**src/rtl/alu_share_arbiter.sv**
```systemverilog
// Round-robin sharing of one combinational ALU between two requesters.
// Optional illegal-opcode checking is enabled by defining ALU_OPCHK_EN.
module alu_share_arbiter #(
  parameter int DATA_W  = 32,
  parameter int CTRL_W  = 4,
  parameter int ALU_LAT = 1
) (
  input  logic              clk_i,
  input  logic              rst_i,
  input  logic              req0_i,
  input  logic [DATA_W-1:0] src1_0_i,
  input  logic [DATA_W-1:0] src2_0_i,
  input  logic [CTRL_W-1:0] ctrl0_i,
  input  logic              req1_i,
  input  logic [DATA_W-1:0] src1_1_i,
  input  logic [DATA_W-1:0] src2_1_i,
  input  logic [CTRL_W-1:0] ctrl1_i,
  output logic              gnt0_o,
  output logic              gnt1_o,
  output logic              done0_o,
  output logic              done1_o,
  output logic [DATA_W-1:0] result_o,
  output logic              zero_o,
  output logic              err_o,
  output logic              busy_o,
  output logic [DATA_W-1:0] alu_src1_o,
  output logic [DATA_W-1:0] alu_src2_o,
  output logic [CTRL_W-1:0] alu_ctrl_o,
  input  logic [DATA_W-1:0] alu_result_i,
  input  logic              alu_zero_i
);

  typedef enum logic [1:0] {IDLE, EXEC, DONE} state_t;

  localparam int LAT_CW = (ALU_LAT > 1) ? $clog2(ALU_LAT) : 1;
  localparam logic [LAT_CW-1:0] LAT_INIT = LAT_CW'(ALU_LAT - 1);

  state_t            state_q, state_nxt;
  logic [LAT_CW-1:0] lat_cnt;
  logic              last_gnt;
  logic              served;
  logic              exec_first;
  logic              any_req, win, grant_en, cap_en;
  logic [DATA_W-1:0] win_src1, win_src2;
  logic [CTRL_W-1:0] win_ctrl;

  assign any_req  = req0_i | req1_i;
  // On a tie the requester that was not served last wins; otherwise the sole requester.
  assign win      = (req0_i && req1_i) ? ~last_gnt : req1_i;
  assign grant_en = ((state_q == IDLE) || (state_q == DONE)) && any_req;
  assign cap_en   = (state_q == EXEC) && (lat_cnt == '0);
  assign win_src1 = win ? src1_1_i : src1_0_i;
  assign win_src2 = win ? src2_1_i : src2_0_i;
  assign win_ctrl = win ? ctrl1_i : ctrl0_i;

`ifdef ALU_OPCHK_EN
  function automatic logic op_legal(input logic [CTRL_W-1:0] op);
    return (op == CTRL_W'(4'b0000)) || (op == CTRL_W'(4'b0001)) ||
           (op == CTRL_W'(4'b0010)) || (op == CTRL_W'(4'b0110)) ||
           (op == CTRL_W'(4'b0111));
  endfunction

  logic win_legal;
  logic err_pend;
  logic err_q;

  assign win_legal = op_legal(win_ctrl);
  assign err_o     = err_q;
`else
  assign err_o = 1'b0;
`endif

  always_ff @(posedge clk_i) begin
    if (rst_i) begin
      state_q    <= IDLE;
      last_gnt   <= 1'b1;
      served     <= 1'b0;
      exec_first <= 1'b0;
      lat_cnt    <= '0;
      alu_src1_o <= '0;
      alu_src2_o <= '0;
      alu_ctrl_o <= '0;
      result_o   <= '0;
      zero_o     <= 1'b0;
`ifdef ALU_OPCHK_EN
      err_pend   <= 1'b0;
      err_q      <= 1'b0;
`endif
    end else begin
      state_q    <= state_nxt;
      exec_first <= grant_en;
      if (grant_en) begin
        last_gnt <= win;
        served   <= win;
`ifdef ALU_OPCHK_EN
        // Illegal ops still take a grant slot but never reach the ALU.
        err_pend <= ~win_legal;
        if (win_legal) begin
          lat_cnt    <= LAT_INIT;
          alu_src1_o <= win_src1;
          alu_src2_o <= win_src2;
          alu_ctrl_o <= win_ctrl;
        end else begin
          lat_cnt <= '0;
        end
`else
        lat_cnt    <= LAT_INIT;
        alu_src1_o <= win_src1;
        alu_src2_o <= win_src2;
        alu_ctrl_o <= win_ctrl;
`endif
      end else if ((state_q == EXEC) && (lat_cnt != '0)) begin
        lat_cnt <= lat_cnt - LAT_CW'(1);
      end
      if (cap_en) begin
`ifdef ALU_OPCHK_EN
        result_o <= err_pend ? '0 : alu_result_i;
        zero_o   <= err_pend ? 1'b0 : alu_zero_i;
        err_q    <= err_pend;
`else
        result_o <= alu_result_i;
        zero_o   <= alu_zero_i;
`endif
      end
    end
  end

  always_comb begin
    state_nxt = state_q;
    case (state_q)
      IDLE:    if (any_req) state_nxt = EXEC;
      EXEC:    if (lat_cnt == '0) state_nxt = DONE;
      DONE:    state_nxt = any_req ? EXEC : IDLE;
      default: state_nxt = IDLE;
    endcase
  end

  always_comb begin
    busy_o  = (state_q == EXEC) || (state_q == DONE);
    gnt0_o  = (state_q == EXEC) && exec_first && !served;
    gnt1_o  = (state_q == EXEC) && exec_first && served;
    done0_o = (state_q == DONE) && !served;
    done1_o = (state_q == DONE) && served;
  end

endmodule

```
**config.mk**
```make
export PLATFORM = sky130hd
export DESIGN_NAME = alu_share_arbiter
export DESIGN_NICKNAME = d
export VERILOG_FILES = /design/src/rtl/alu_share_arbiter.sv
export SDC_FILE = /design/constraint.sdc
export NUM_CORES = 1
export LEC_CHECK = 0
export ABC_AREA = 1
export CORE_ASPECT_RATIO = 1.1
export CORE_UTILIZATION = 40
export CTS_CLUSTER_DIAMETER = 30
export DETAILED_ROUTE_END_ITERATION = 10
export GPL_TIMING_DRIVEN = 0
export PLACE_DENSITY = 0.85
export SLEW_MARGIN = 5
export SYNTH_ARGS = -nofsm -noshare
export SYNTH_HDL_FRONTEND = slang
export SYNTH_SLANG_ARGS = --single-unit
```
**constraint.sdc**
```tcl
create_clock -name clk_i -period 3.3 [get_ports clk_i]
set_clock_uncertainty 0.15 [all_clocks]
set_input_delay 0.66 -clock clk_i [delete_from_list [all_inputs] [get_ports clk_i]]
set_output_delay 0.66 -clock clk_i [all_outputs]
set_load 0.005 [all_outputs]
```
### Word level (Yosys, flattened, before mapping)

Cells that the tools add are included.

* output and inout port bits: 107
* word-level logic and storage cells: 41
* bits in registers: 107
* input bits: 173

* add/subtract/negate cells: 1
* eq/ne operators: 4
* bitwise operators: 3
* mux-type cells: 8
* reduce and logical (&&, ||, !) cells: 15

Operators by type and width (count)
* 32-bit two-way mux: 2
* 1-bit logical AND: 9
* 2-bit case mux with 3 select lines: 1
* 2-bit two-way mux: 2
* 4-bit two-way mux: 1
* 2-bit inequality test (second input constant): 2
* 2-bit by 1-bit equality test with 1-bit output (second input constant): 1
* 2-bit equality test (second input constant): 1
* 2-bit logical NOT: 1
* 1-bit logical OR: 2
* 1-bit two-way mux: 2
* 1-bit inverter: 2
* 2-bit AND reduction: 1
* 2-bit OR reduction: 1
* 1-bit logical NOT: 1
* 1-bit bitwise OR: 1
* 1-bit subtractor (second input constant): 1

### Longest topological paths before layout

Gate-level depths: netlist (run 1).

* word-level depth: 4
* gate-level depth with buffers: 10

### Worst setup path after synthesis (run 1)

Ideal clock, no wire load.

* path kind: in2reg
* start: input port req1_i
* end: register alu_src1_o[10]
* data arrival time: 1415 ps
* buffers on the path: 3
* path slack: 1623 ps
* library setup time: 112 ps
* data required time: 3038 ps
* stages on the path: 9
* cells stage by stage: buf_4 -> nor2_4 -> inv_2 -> nand2_2 -> nor2_4 -> buf_6 -> buf_6 -> nand2_1 -> nand2_1

* word-level cells in the longest chain between the ends: 3
* elaborated cells between the ends (all ways): 5

RTL lines
* start, declared: RTL line 14 `input logic req1_i,`
* 1-bit logical AND: RTL line 49 `assign win = (req0_i && req1_i) ? ~last_gnt : req1_i;`
* 1-bit two-way mux: RTL line 49
* 32-bit two-way mux: RTL line 52 `assign win_src1 = win ? src1_1_i : src1_0_i;`
* end signal, assigned: RTL line 108 `alu_src1_o <= win_src1;`
* end, declared: RTL line 26 `output logic [DATA_W-1:0] alu_src1_o,`

Several ways; a longest one is shown, not always the timed one.
A chain may end at the register's enable or synchronous reset.

### Final worst setup path (run 1)

* start: register state_q[1]
* end: output port gnt0_o

* word-level cells in the longest chain between the ends: 3

RTL lines
* start, declared: RTL line 38 `state_t state_q, state_nxt;`
* start signal, assigned: RTL line 90 `state_q <= state_nxt;`
* 2-bit by 1-bit equality test with 1-bit output: RTL line 140 `gnt0_o = (state_q == EXEC) && exec_first && !served;`
* 1-bit logical AND (2 in a row): RTL line 140
* end, declared: RTL line 18 `output logic gnt0_o,`

No other way between the ends.

==> results of run 1 <==
==> stage by stage <==
| stage | utilization (%) | hold slack (ns) | cell area (sq um) |
|---|---|---|---|
| 3_5_place_dp | 66.77 | 0.2877 | 7672 |
| 6_report | 69.40 | 0.3000 | 7975 |
| 5_1_grt | 69.40 | 0.3174 | 7975 |
| 2_1_floorplan | - | 0.2858 | 4712 |
| 3_3_place_gp | 66.77 | 0.2849 | 7672 |
| 4_1_cts | 69.40 | 0.3028 | 7975 |
==> logic make-up after synthesis <==
kind of cell / after synthesis / share of synthesized area, %
buffers and inverters: 59 / 6.426
and+or+nand+nor: 504 / 42.78
adders and majority gates: 5 / 1.328
AOI/OAI and AO/OA: 37 / 3.930
other: 1 / 0.07958
DFF: 107 / 45.46
==> flip-flops by register name (all words and copies together), names as in the netlist <==
signal and count:
result_o 32, lat_cnt 1, state_q 2, last_gnt 1, exec_first 1, served 1, alu_ctrl_o 4, zero_o 1
alu_src1_o 32, alu_src2_o 32
==> area by class of cell <==
type / instances / share of cell area (%)
plain buffers: 47 / 3.232
clock buffers: 11 / 3.044
clock inverters: 5 / 0.7531
inverters: 12 / 0.5648
multi-input cells: 547 / 28.43
flip-flops and latches: 107 / 26.86
well taps: 150 / 2.353
repair buffers: 277 / 34.77
==> Yosys cell counts <==
master,number,area (sq um)
a21oi_1,2,10.01
buf_1,1,3.750
buf_2,23,115.1
buf_4,4,30.03
buf_6,5,56.30
clkbuf_1,14,52.55
conb_1,1,3.750
dfxtp_1,107,2142
ha_1,5,62.56
inv_1,9,33.78
inv_2,3,11.26
nand2_1,351,1318
nand2_2,3,18.77
nand3_1,68,340.3
nand3b_1,1,7.510
nor2_1,75,281.5
nor2_2,1,6.260
nor2_4,3,33.78
nor3_1,2,10.01
o21ai_0,31,155.2
o21ai_1,4,20.02
==> worst min path at each step <==
stage	from	end
floorplan	lat_cnt	lat_cnt
global placement	alu_src1_o[7]	alu_src1_o[7]
detailed placement	alu_src2_o[5]	alu_src2_o[5]
CTS	alu_src1_o[24]	alu_src1_o[24]
global route	alu_src1_o[26]	alu_src1_o[26]
finish	alu_src2_o[10]	alu_src2_o[10]
==> report_power, final <==
group | internal, mW | switching (mW) | total [mW]
logic | 0.635 | 0.499 | 1.13
registers | 1.47 | 0.0914 | 1.56
clock network | 0.613 | 0.483 | 1.10
total | 2.72 | 1.07 | 3.79
==> routing by layer <==
metal	global-route usage (%)	vias to the layer above
met5	0	-
met4	8.826	0
met1	28.75	2372
li1	-	2786
met2	45.04	184
met3	5.456	25
==> tightest hold or removal path, cell delays in order (launching register included) <==
cell	delay (ns)
dfxtp_1	0.31
nand2_1	0.06
nand2_1	0.04
==> results.md, run 1 <==
* Status: completed
* Met2 wire length at 7.658 mm
* # diodes at 0
* Synth unique cells at 21
* Vias per inst at 4.643
* WL final at 15.42 mm
* Sink Count at 107
* Core Footprint at 0.01149 sq mm
* Routed met1 length at 6.391 mm
* Pwr Density at 475.4 mW/mm^2
* CP peak stage delay at 0.55 ns
* CP dominant cell by count: inv_1
* Hold Crit Depth at 2
* Worst setup margin at 0.7135 ns
* Maximum fanout along the worst path at 4
* Maxcap violations at 0
* CTS root buffer: clkbuf_16
* Resized cells post-CTS at 0
* Buf/Inv on CP at 3
* Cells on worst reg2reg path at 8
* FMAX at 386.6 MHz
* First-pass GRT wire length at 23.94 mm
* Dpl cells at 1,140
* Worst Setup EP: gnt0_o
* Required @ worst endpoint at 2.49 ns
* Die X-Extent at 105.5 microns
* FILL cells at 1,005
* Cell depth of the worst setup path at 5
* Setup violations, final at 0
* Post-Syn Area at 0.004712 sq mm
* Initial antenna violation count at 0
* CP cell instances: inv_1, ha_1, inv_1, nor3_1, clkdlybuf4s50_1
* Final max-slew violation count at 0
* Leakage at 3.731 nW
* Most frequent cells in the layout: 351 x nand2_1, 277 x clkdlybuf4s50_1, 107 x dfxtp_1, 75 x nor2_1, 68 x nand3_1
* Worst slack, placed at 0.8075 ns
* Starting Density at 41.01%
* Slowest-stage cell, CP: clkdlybuf4s50_1
* RSZ-0062 raised after global routing: no
* FP Rows at 41
* Crit Path Class: flip-flop to primary output
* Commonest non-fill, non-tap cell in the layout: nand2_1
* Area of the multi-input gates at 0.002267 sq mm
* Global route overflow at 0
* Setup TNS at 0 ns
* DRT Pass-1 Iters at 4
* Final #Nets at 1,179
* Mean Syn Cell Area at 6.609 sq um
* GPL Wtd Cong at 0.8277
* Synth warn at 0
* ANT nets after route at 0
* Dpl hpwl at 11.79 mm
* Synth Instances at 713
* Seq/Total Area, Yosys at 45.46%
* Critical path startpoint: state_q[1]
* Maximum clock path buffer count at 2
* Mapped Nets at 891
* Total CTS buffers at 9
* Starting DRT DRC Count at 310
* TritonCTS clock tree: done
* DRC at 0
* Wire length on met3 at 1.060 mm
* RR Endpoint: result_o[22]
* Final Hold Fails at 0
* Die height at 115.8 microns
* Overall Global Routing Usage at 24.78%
* IO Pins at 280
* Area delta synth->final at 69.25%
* Critical path endpoint category: primary output
* Power consumption at 3.792 mW
* Worst skew pair latency at 0.34 ns
* Reg clk slew, reported paths at 0.07 ns
* R2R Path Start: state_q[1]
* VDD IR max at 0.3083 mV
* Pin count of the biggest net entering global routing at 18
* Drt wl/cell at 13.34 microns
* Vias in the first global route at 4,967
* Delay-heaviest family, CP: buffers and inverters
* Tightest Hold Check Type: flip-flop to flip-flop
* Post-route insts no fill at 1,156
* Highest Signal Layer: met4
* Port Buf Inserts at 277
* Die area at 0.01222 sq mm
* Layout cells sized above 1 at 5.666%
* Flops & latches, synth at 107
* Arr. time, crit path at 1.78 ns
* Htree depth at 3
* Register area at 0.002142 sq mm
* Critical Path Start Type: flip-flop
* Post-CTS setup buffer count at 0
* Final worst path period share at 78.38%
* Fin crit period at 2.586 ns
* Via count at 5,367
* Flop-to-flop setup slack at 1.45 ns
* CTS Hold Buffers Added at 0
Power figures use the tool's default switching activity.
==> inputs of run 2 (changes only) <==
--- a/config.mk
+++ b/config.mk
@@ -7,11 +7,11 @@
 export LEC_CHECK = 0
 export ABC_AREA = 1
 export CORE_ASPECT_RATIO = 1.1
-export CORE_UTILIZATION = 40
+export CORE_UTILIZATION = 34
 export CTS_CLUSTER_DIAMETER = 30
 export DETAILED_ROUTE_END_ITERATION = 10
 export GPL_TIMING_DRIVEN = 0
-export PLACE_DENSITY = 0.85
+export PLACE_DENSITY = 0.77
 export SLEW_MARGIN = 5
 export SYNTH_ARGS = -nofsm -noshare
 export SYNTH_HDL_FRONTEND = slang
==> constraint.sdc (replaced) <==
create_clock -name clk_i -period 2.14 [get_ports clk_i]
set_clock_uncertainty 0.15 [all_clocks]
set_input_delay 0.428 -clock clk_i [delete_from_list [all_inputs] [get_ports clk_i]]
set_output_delay 0.428 -clock clk_i [all_outputs]
set_load 0.005 [all_outputs]
==> run 2 against run 1 <==
Net effect: register-to-register slack got worse by 1.1 ns; first-iteration DRC count fell by 20%; sequential power rose by 54%; die area rose by 17%; core utilization fell by 9.4 points.
==> results.md, run 2 (synthesis gave the netlist of run 1 again) <==
* WL final at 15.68 mm (+1.7%)
* DRC at 0 (unchanged)
* Maximum clock path buffer count at 2 (unchanged)
* Pwr Density at 732.4 mW/mm^2 (+54%)
* Commonest non-fill, non-tap cell in the layout: nand2_1
* Die height at 125.5 microns (+8.3%)
* Leakage at 3.753 nW (+0.57%)
* Starting Density at 35.22% (-5.8 points)
* DRT Pass-1 Iters at 5 (+1)
* Via count at 5,373 (+0.11%)
* Arr. time, crit path at 1.44 ns (-0.34 ns)
* CP peak stage delay at 0.34 ns (-0.21 ns)
* Required @ worst endpoint at 1.56 ns (-0.93 ns)
* Worst slack, placed at -0.1352 ns (-0.9427 ns)
* Htree depth at 3 (unchanged)
* Slowest-stage cell, CP: dfxtp_2
* FP Rows at 44 (+7.3%)
* Reg clk slew, reported paths at 0.07 ns (about the same)
* Hold Crit Depth at 2 (unchanged)
* IO Pins at 280 (unchanged)
* Crit Path Class: flip-flop to primary output
* Global route overflow at 0 (unchanged)
* Worst skew pair latency at 0.34 ns (about the same)
* Tightest Hold Check Type: flip-flop to flip-flop
* TritonCTS clock tree: done
* Final max-slew violation count at 0 (unchanged)
* Worst setup margin at 0.1267 ns (-0.5869 ns)
* Port Buf Inserts at 277 (unchanged)
* Overall Global Routing Usage at 21.72% (-3.1 points)
* FMAX at 496.7 MHz
* Total CTS buffers at 9 (unchanged)
* Cell depth of the worst setup path at 5 (unchanged)
* Cells on worst reg2reg path at 8 (unchanged)
* Most frequent cells in the layout: 351 x nand2_1, 272 x clkdlybuf4s50_1, 105 x dfxtp_1, 75 x nor2_1, 68 x nand3_1
* CP cell instances: inv_1, ha_1, inv_1, nor3_1, clkdlybuf4s15_1
* Setup violations, final at 0 (unchanged)
* Area of the multi-input gates at 0.002270 sq mm (+0.11%)
* GPL Wtd Cong at 0.8610 (+4.0%)
* Initial antenna violation count at 0 (unchanged)
* Starting DRT DRC Count at 247 (-20%)
* Layout cells sized above 1 at 6.262% (+0.60 points)
* Fin crit period at 2.013 ns
* Area delta synth->final at 70.26%
* Final #Nets at 1,179 (unchanged)
* RSZ-0062 raised after global routing: no
* Delay-heaviest family, CP: buffers and inverters
* Buf/Inv on CP at 3 (unchanged)
* Critical Path Start Type: flip-flop
* VDD IR max at 0.3831 mV (+24%)
* Final Hold Fails at 0 (unchanged)
* Die area at 0.01433 sq mm (+17%)
* First-pass GRT wire length at 24.56 mm (+2.6%)
* Post-CTS setup buffer count at 0 (unchanged)
* Die X-Extent at 114.2 microns (+8.3%)
* # diodes at 0 (unchanged)
* Dpl hpwl at 11.97 mm (+1.5%)
* FILL cells at 1,285 (+28%)
* Maximum fanout along the worst path at 4 (unchanged)
* Register area at 0.002145 sq mm (+0.12%)
* Drt wl/cell at 13.17 microns (-1.2%)
* Status: completed
* Top flop regs: alu_src1_o (32), alu_src2_o (32), result_o (32)
* Critical path endpoint category: primary output
* Final worst path period share at 94.08%
* Sink Count at 107 (unchanged)
* Setup TNS at 0 ns (unchanged)
* Vias in the first global route at 5,127 (+3.2%)
* Maxcap violations at 0 (unchanged)
* Vias per inst at 4.515 (-2.7%)
* Pin count of the biggest net entering global routing at 19 (+1)
* CP dominant cell by count: inv_1
* CTS root buffer: clkbuf_16
* Core Footprint at 0.01338 sq mm (+16%)
* ANT nets after route at 0 (unchanged)
==> run 2: changes by cell type in the layout (fill, tap and decap cells not counted), sizes merged <==
| cell | previous run | this run |
|---|---|---|
| clkdlybuf4s50 | 277 | 272 |
| dlygate4sd2 | 0 | 3 |
| clkdlybuf4s15 | 0 | 1 |
| clkinv | 2 | 3 |
| clkinvlp | 1 | 0 |
| inv | 13 | 14 |
==> run 2: final cells by class <==
cell class | instances | share of cell area (%)
Multi-Input combinational cell | 547 | 28.29
Tap cell | 184 | 2.870
Inverter | 12 | 0.5614
Sequential cell | 107 | 26.73
Timing Repair Buffer | 277 | 34.45
Clock inverter | 6 | 0.9046
Clock buffer | 10 | 2.979
Buffer | 47 | 3.213
==> run 2: worst register-to-register path: stages, from the launching register on <==
cell and delay, ns:
dfxtp_2 0.34, inv_1 0.09, ha_1 0.17, inv_1 0.07, nor2_1 0.32, inv_1 0.19
buf_2 0.22, nor2_1 0.12, nor2_1 0.06
==> run 2: per-layer routing <==
metal  vias to the layer above  wire length, microns  GRT usage (%)
met4                         0                   408          8.556
li1                       2783                     -              -
met2                       205                  7563          38.07
met3                        30                  1266          6.108
met1                      2355                  6437          24.67
met5                         -                     0              0
==> run 2: timing repair <==
action	CTS	global route
gates cloned	0	0
hold buffers	0	0
gates resized for setup	9	3
endpoints found under the setup margin	5	2
==> run 2: final timing paths <==
kind	to	startpoint	slack, ns
worst min-delay path	alu_src1_o[29]	alu_src1_o[29]	0.30
worst max-delay path	gnt1_o	state_q[1]	0.13
worst min register to register	alu_src1_o[29]	alu_src1_o[29]	0.30
worst max register to register	result_o[27]	state_q[1]	0.31
==> run 2: power by group <==
group / internal (mW) / switching (mW) / total [mW]
Clock: 0.955 / 0.775 / 1.73
Combinational: 0.971 / 0.770 / 1.74
Sequential: 2.27 / 0.136 / 2.40
==> run 2: per-stage QoR <==
step	cell area [sq um]	std cells	hold WS (ns)	power, mW	util, %
4_1_cts	8025	1190	0.3024	5.945	59.99
3_5_place_dp	7715	1174	0.2878	4.204	57.67
3_3_place_gp	7715	1174	0.2853	4.183	57.67
6_report	8023	1190	0.2984	5.876	59.97
5_1_grt	8023	1190	0.3206	6.231	59.97
2_1_floorplan	4712	713	0.2858	3.133	-
==> inputs of run 3 (changes only) <==
--- a/config.mk
+++ b/config.mk
@@ -12,6 +12,7 @@
 export DETAILED_ROUTE_END_ITERATION = 10
 export GPL_TIMING_DRIVEN = 0
 export PLACE_DENSITY = 0.77
+export SETUP_SLACK_MARGIN = 0.1
 export SLEW_MARGIN = 5
 export SYNTH_ARGS = -nofsm -noshare
 export SYNTH_HDL_FRONTEND = slang
==> run 3 against run 2 <==
Net effect: worst setup slack better by 0.068 ns; largest power group unchanged; count of clock-buffer cells in the layout stayed put; clock power hardly changed; highest routed layer unchanged; final cell count stayed put; via count is 0.47% lower; core utilization is 0.065 points higher; global-route usage stayed put.
==> results.md, run 3 (synthesis gave the netlist of run 1 again) <==
* Maxcap violations at 0 (unchanged)
* Die height at 125.5 microns (unchanged)
* Overall Global Routing Usage at 21.72% (unchanged)
* Via count at 5,348 (-0.47%)
* R2R Path Start: state_q[1]
* Hold Crit Start: alu_src1_o[29]
* FMAX at 514.0 MHz (+3.5%)
* Core Footprint at 0.01338 sq mm (unchanged)
* Starting Density at 35.22% (unchanged)
* Maximum fanout along the worst path at 4 (unchanged)
* Top flop regs: alu_src1_o (32), alu_src2_o (32), result_o (32)
* Arr. time, crit path at 1.37 ns (-0.07 ns)
* Reg clk slew, reported paths at 0.07 ns (about the same)
* Share of the core filled with cells at 60.04% (+0.065 points)
* Final Hold Fails at 0 (unchanged)
* Crit Path Class: flip-flop to primary output
* Tightest Hold Check Type: flip-flop to flip-flop
* DRC at 0 (unchanged)
* Setup violations, final at 0 (unchanged)
* First-pass GRT wire length at 24.56 mm (unchanged)
* Cells on worst reg2reg path at 8 (unchanged)
* Dpl hpwl at 11.97 mm (unchanged)
* Post-CTS setup buffer count at 0 (unchanged)
* RR Endpoint: result_o[27]
* Final max-slew violation count at 0 (unchanged)
* Fin crit period at 1.946 ns (-0.06772 ns)
* Global route overflow at 0 (unchanged)
* Slowest-stage cell, CP: dfxtp_2
* # diodes at 0 (unchanged)
* Register area at 0.002145 sq mm (unchanged)
* Final #Nets at 1,179 (unchanged)
* Drt wl/cell at 13.18 microns (about the same)
* Area delta synth->final at 70.45%
* Required @ worst endpoint at 1.56 ns (about the same)
* Layout cells sized above 1 at 6.759% (+0.50 points)
* Pwr Density at 732.6 mW/mm^2 (about the same)
* Sink Count at 107 (unchanged)
* Final worst path period share at 90.92% (-3.2 points)
* VDD IR max at 0.3831 mV (about the same)
* Leakage at 3.760 nW (+0.18%)
* Maximum clock path buffer count at 2 (unchanged)
* Vias per inst at 4.494 (-0.47%)
* Worst skew pair latency at 0.34 ns (about the same)
* Port Buf Inserts at 277 (unchanged)
* FP Rows at 44 (unchanged)
* Commonest non-fill, non-tap cell in the layout: nand2_1
* Status: completed
* Starting DRT DRC Count at 238 (-3.6%)
* ANT nets after route at 0 (unchanged)
* Critical Path Start Type: flip-flop
* DRT Pass-1 Iters at 4 (-1)
* WL final at 15.69 mm (about the same)
* Htree depth at 3 (unchanged)
* GPL Wtd Cong at 0.8610 (unchanged)
* Total CTS buffers at 9 (unchanged)
* CP peak stage delay at 0.35 ns (about the same)
* FILL cells at 1,286 (+0.078%)
* Area of the multi-input gates at 0.002275 sq mm (+0.22%)
* CP cell instances: inv_2, ha_1, inv_1, nor3_2, clkdlybuf4s15_2
* Most frequent cells in the layout: 351 x nand2_1, 272 x clkdlybuf4s50_1, 105 x dfxtp_1, 75 x nor2_1, 68 x nand3_1
* Setup TNS at 0 ns (unchanged)
* Flop-to-flop setup slack at 0.30 ns (about the same)
* Endpoint, Worst Hold: alu_src1_o[29]
* Initial antenna violation count at 0 (unchanged)
* Critical path endpoint category: primary output
* IO Pins at 280 (unchanged)
* Die X-Extent at 114.2 microns (unchanged)
* Pin count of the biggest net entering global routing at 19 (unchanged)
* Vias in the first global route at 5,127 (unchanged)
* Power consumption at 5.883 mW (+0.13%)
* Hold Crit Depth at 2 (unchanged)
* Die area at 0.01433 sq mm (unchanged)
* RSZ-0062 raised after global routing: no
* TritonCTS clock tree: done
* CTS root buffer: clkbuf_16
run 3: cell count changes in the layout (fill, tap and decap cells not counted):
cell             change
clkbuf_2             +2
inv_2                +1
inv_1                -1
clkdlybuf4s15_2      +1
nor3_2               +1
nor3_1               -1
clkbuf_1             -2
clkdlybuf4s15_1      -1
run 3: worst max path at each step:
stage | slack, ns | startpoint | cells after the start | end
after global routing | 0.12 | state_q[1] | 5 | gnt0_o
after detailed placement | -0.14 | req0_i | 9 | alu_src1_o[7]
after floorplan | 0.54 | state_q[0] | 10 | alu_src1_o[10]
final | 0.19 | state_q[1] | 5 | gnt0_o
after CTS | 0.08 | state_q[1] | 5 | gnt1_o
after global placement | -0.12 | req0_i | 9 | alu_src1_o[7]
run 3: metrics by stage:
step / cell area, sq um / setup WS [ns] / hold WS, ns / instances
global placement: 7715 / -0.1239 / 0.2853 / 1174
global route: 8031 / 0.1224 / 0.3206 / 1190
CTS: 8028 / 0.07848 / 0.3024 / 1190
floorplan: 4712 / 0.5390 / 0.2858 / 713
finish: 8031 / 0.1944 / 0.2984 / 1190
detailed placement: 7715 / -0.1352 / 0.2878 / 1174
run 3: layout make-up:
class,instances,share of cell area (%)
plain buffers,47,3.240
clock buffers,10,2.976
clock inverters,6,0.9036
inverters,12,0.5608
multi-input cells,547,28.32
flip-flops and latches,107,26.70
well taps,184,2.866
repair buffers,277,34.43
run 3: metal layers:
layer,global-route usage (%),vias to the layer above,wire length [microns]
met4,8.556,0,414
li1,-,2782,-
met3,6.108,32,1253
met1,24.67,2336,6447
met5,0,-,0
met2,38.07,198,7572
run 3: what timing repair did:
item                                    in CTS  in global routing
endpoints found under the setup margin       5                  4
cloned                                       0                  0
hold endpoints to repair                     0                  0
resized for setup                           11                  8
hold buffers                                 0                  0
run 3: critical path: cells and delay by family, from the launching register on:
kind / cells / cell delay (ns)
adder cells (fa/ha/maj): 1 / 0.15
buffers and inverters: 3 / 0.37
flip-flops: 1 / 0.35
AND/OR/NAND/NOR: 1 / 0.15
run 3: power by group:
| part | internal [mW] | switching (mW) | total, mW |
|---|---|---|---|
| clock network | 0.955 | 0.777 | 1.73 |
| logic | 0.974 | 0.772 | 1.75 |
| registers | 2.27 | 0.137 | 2.41 |
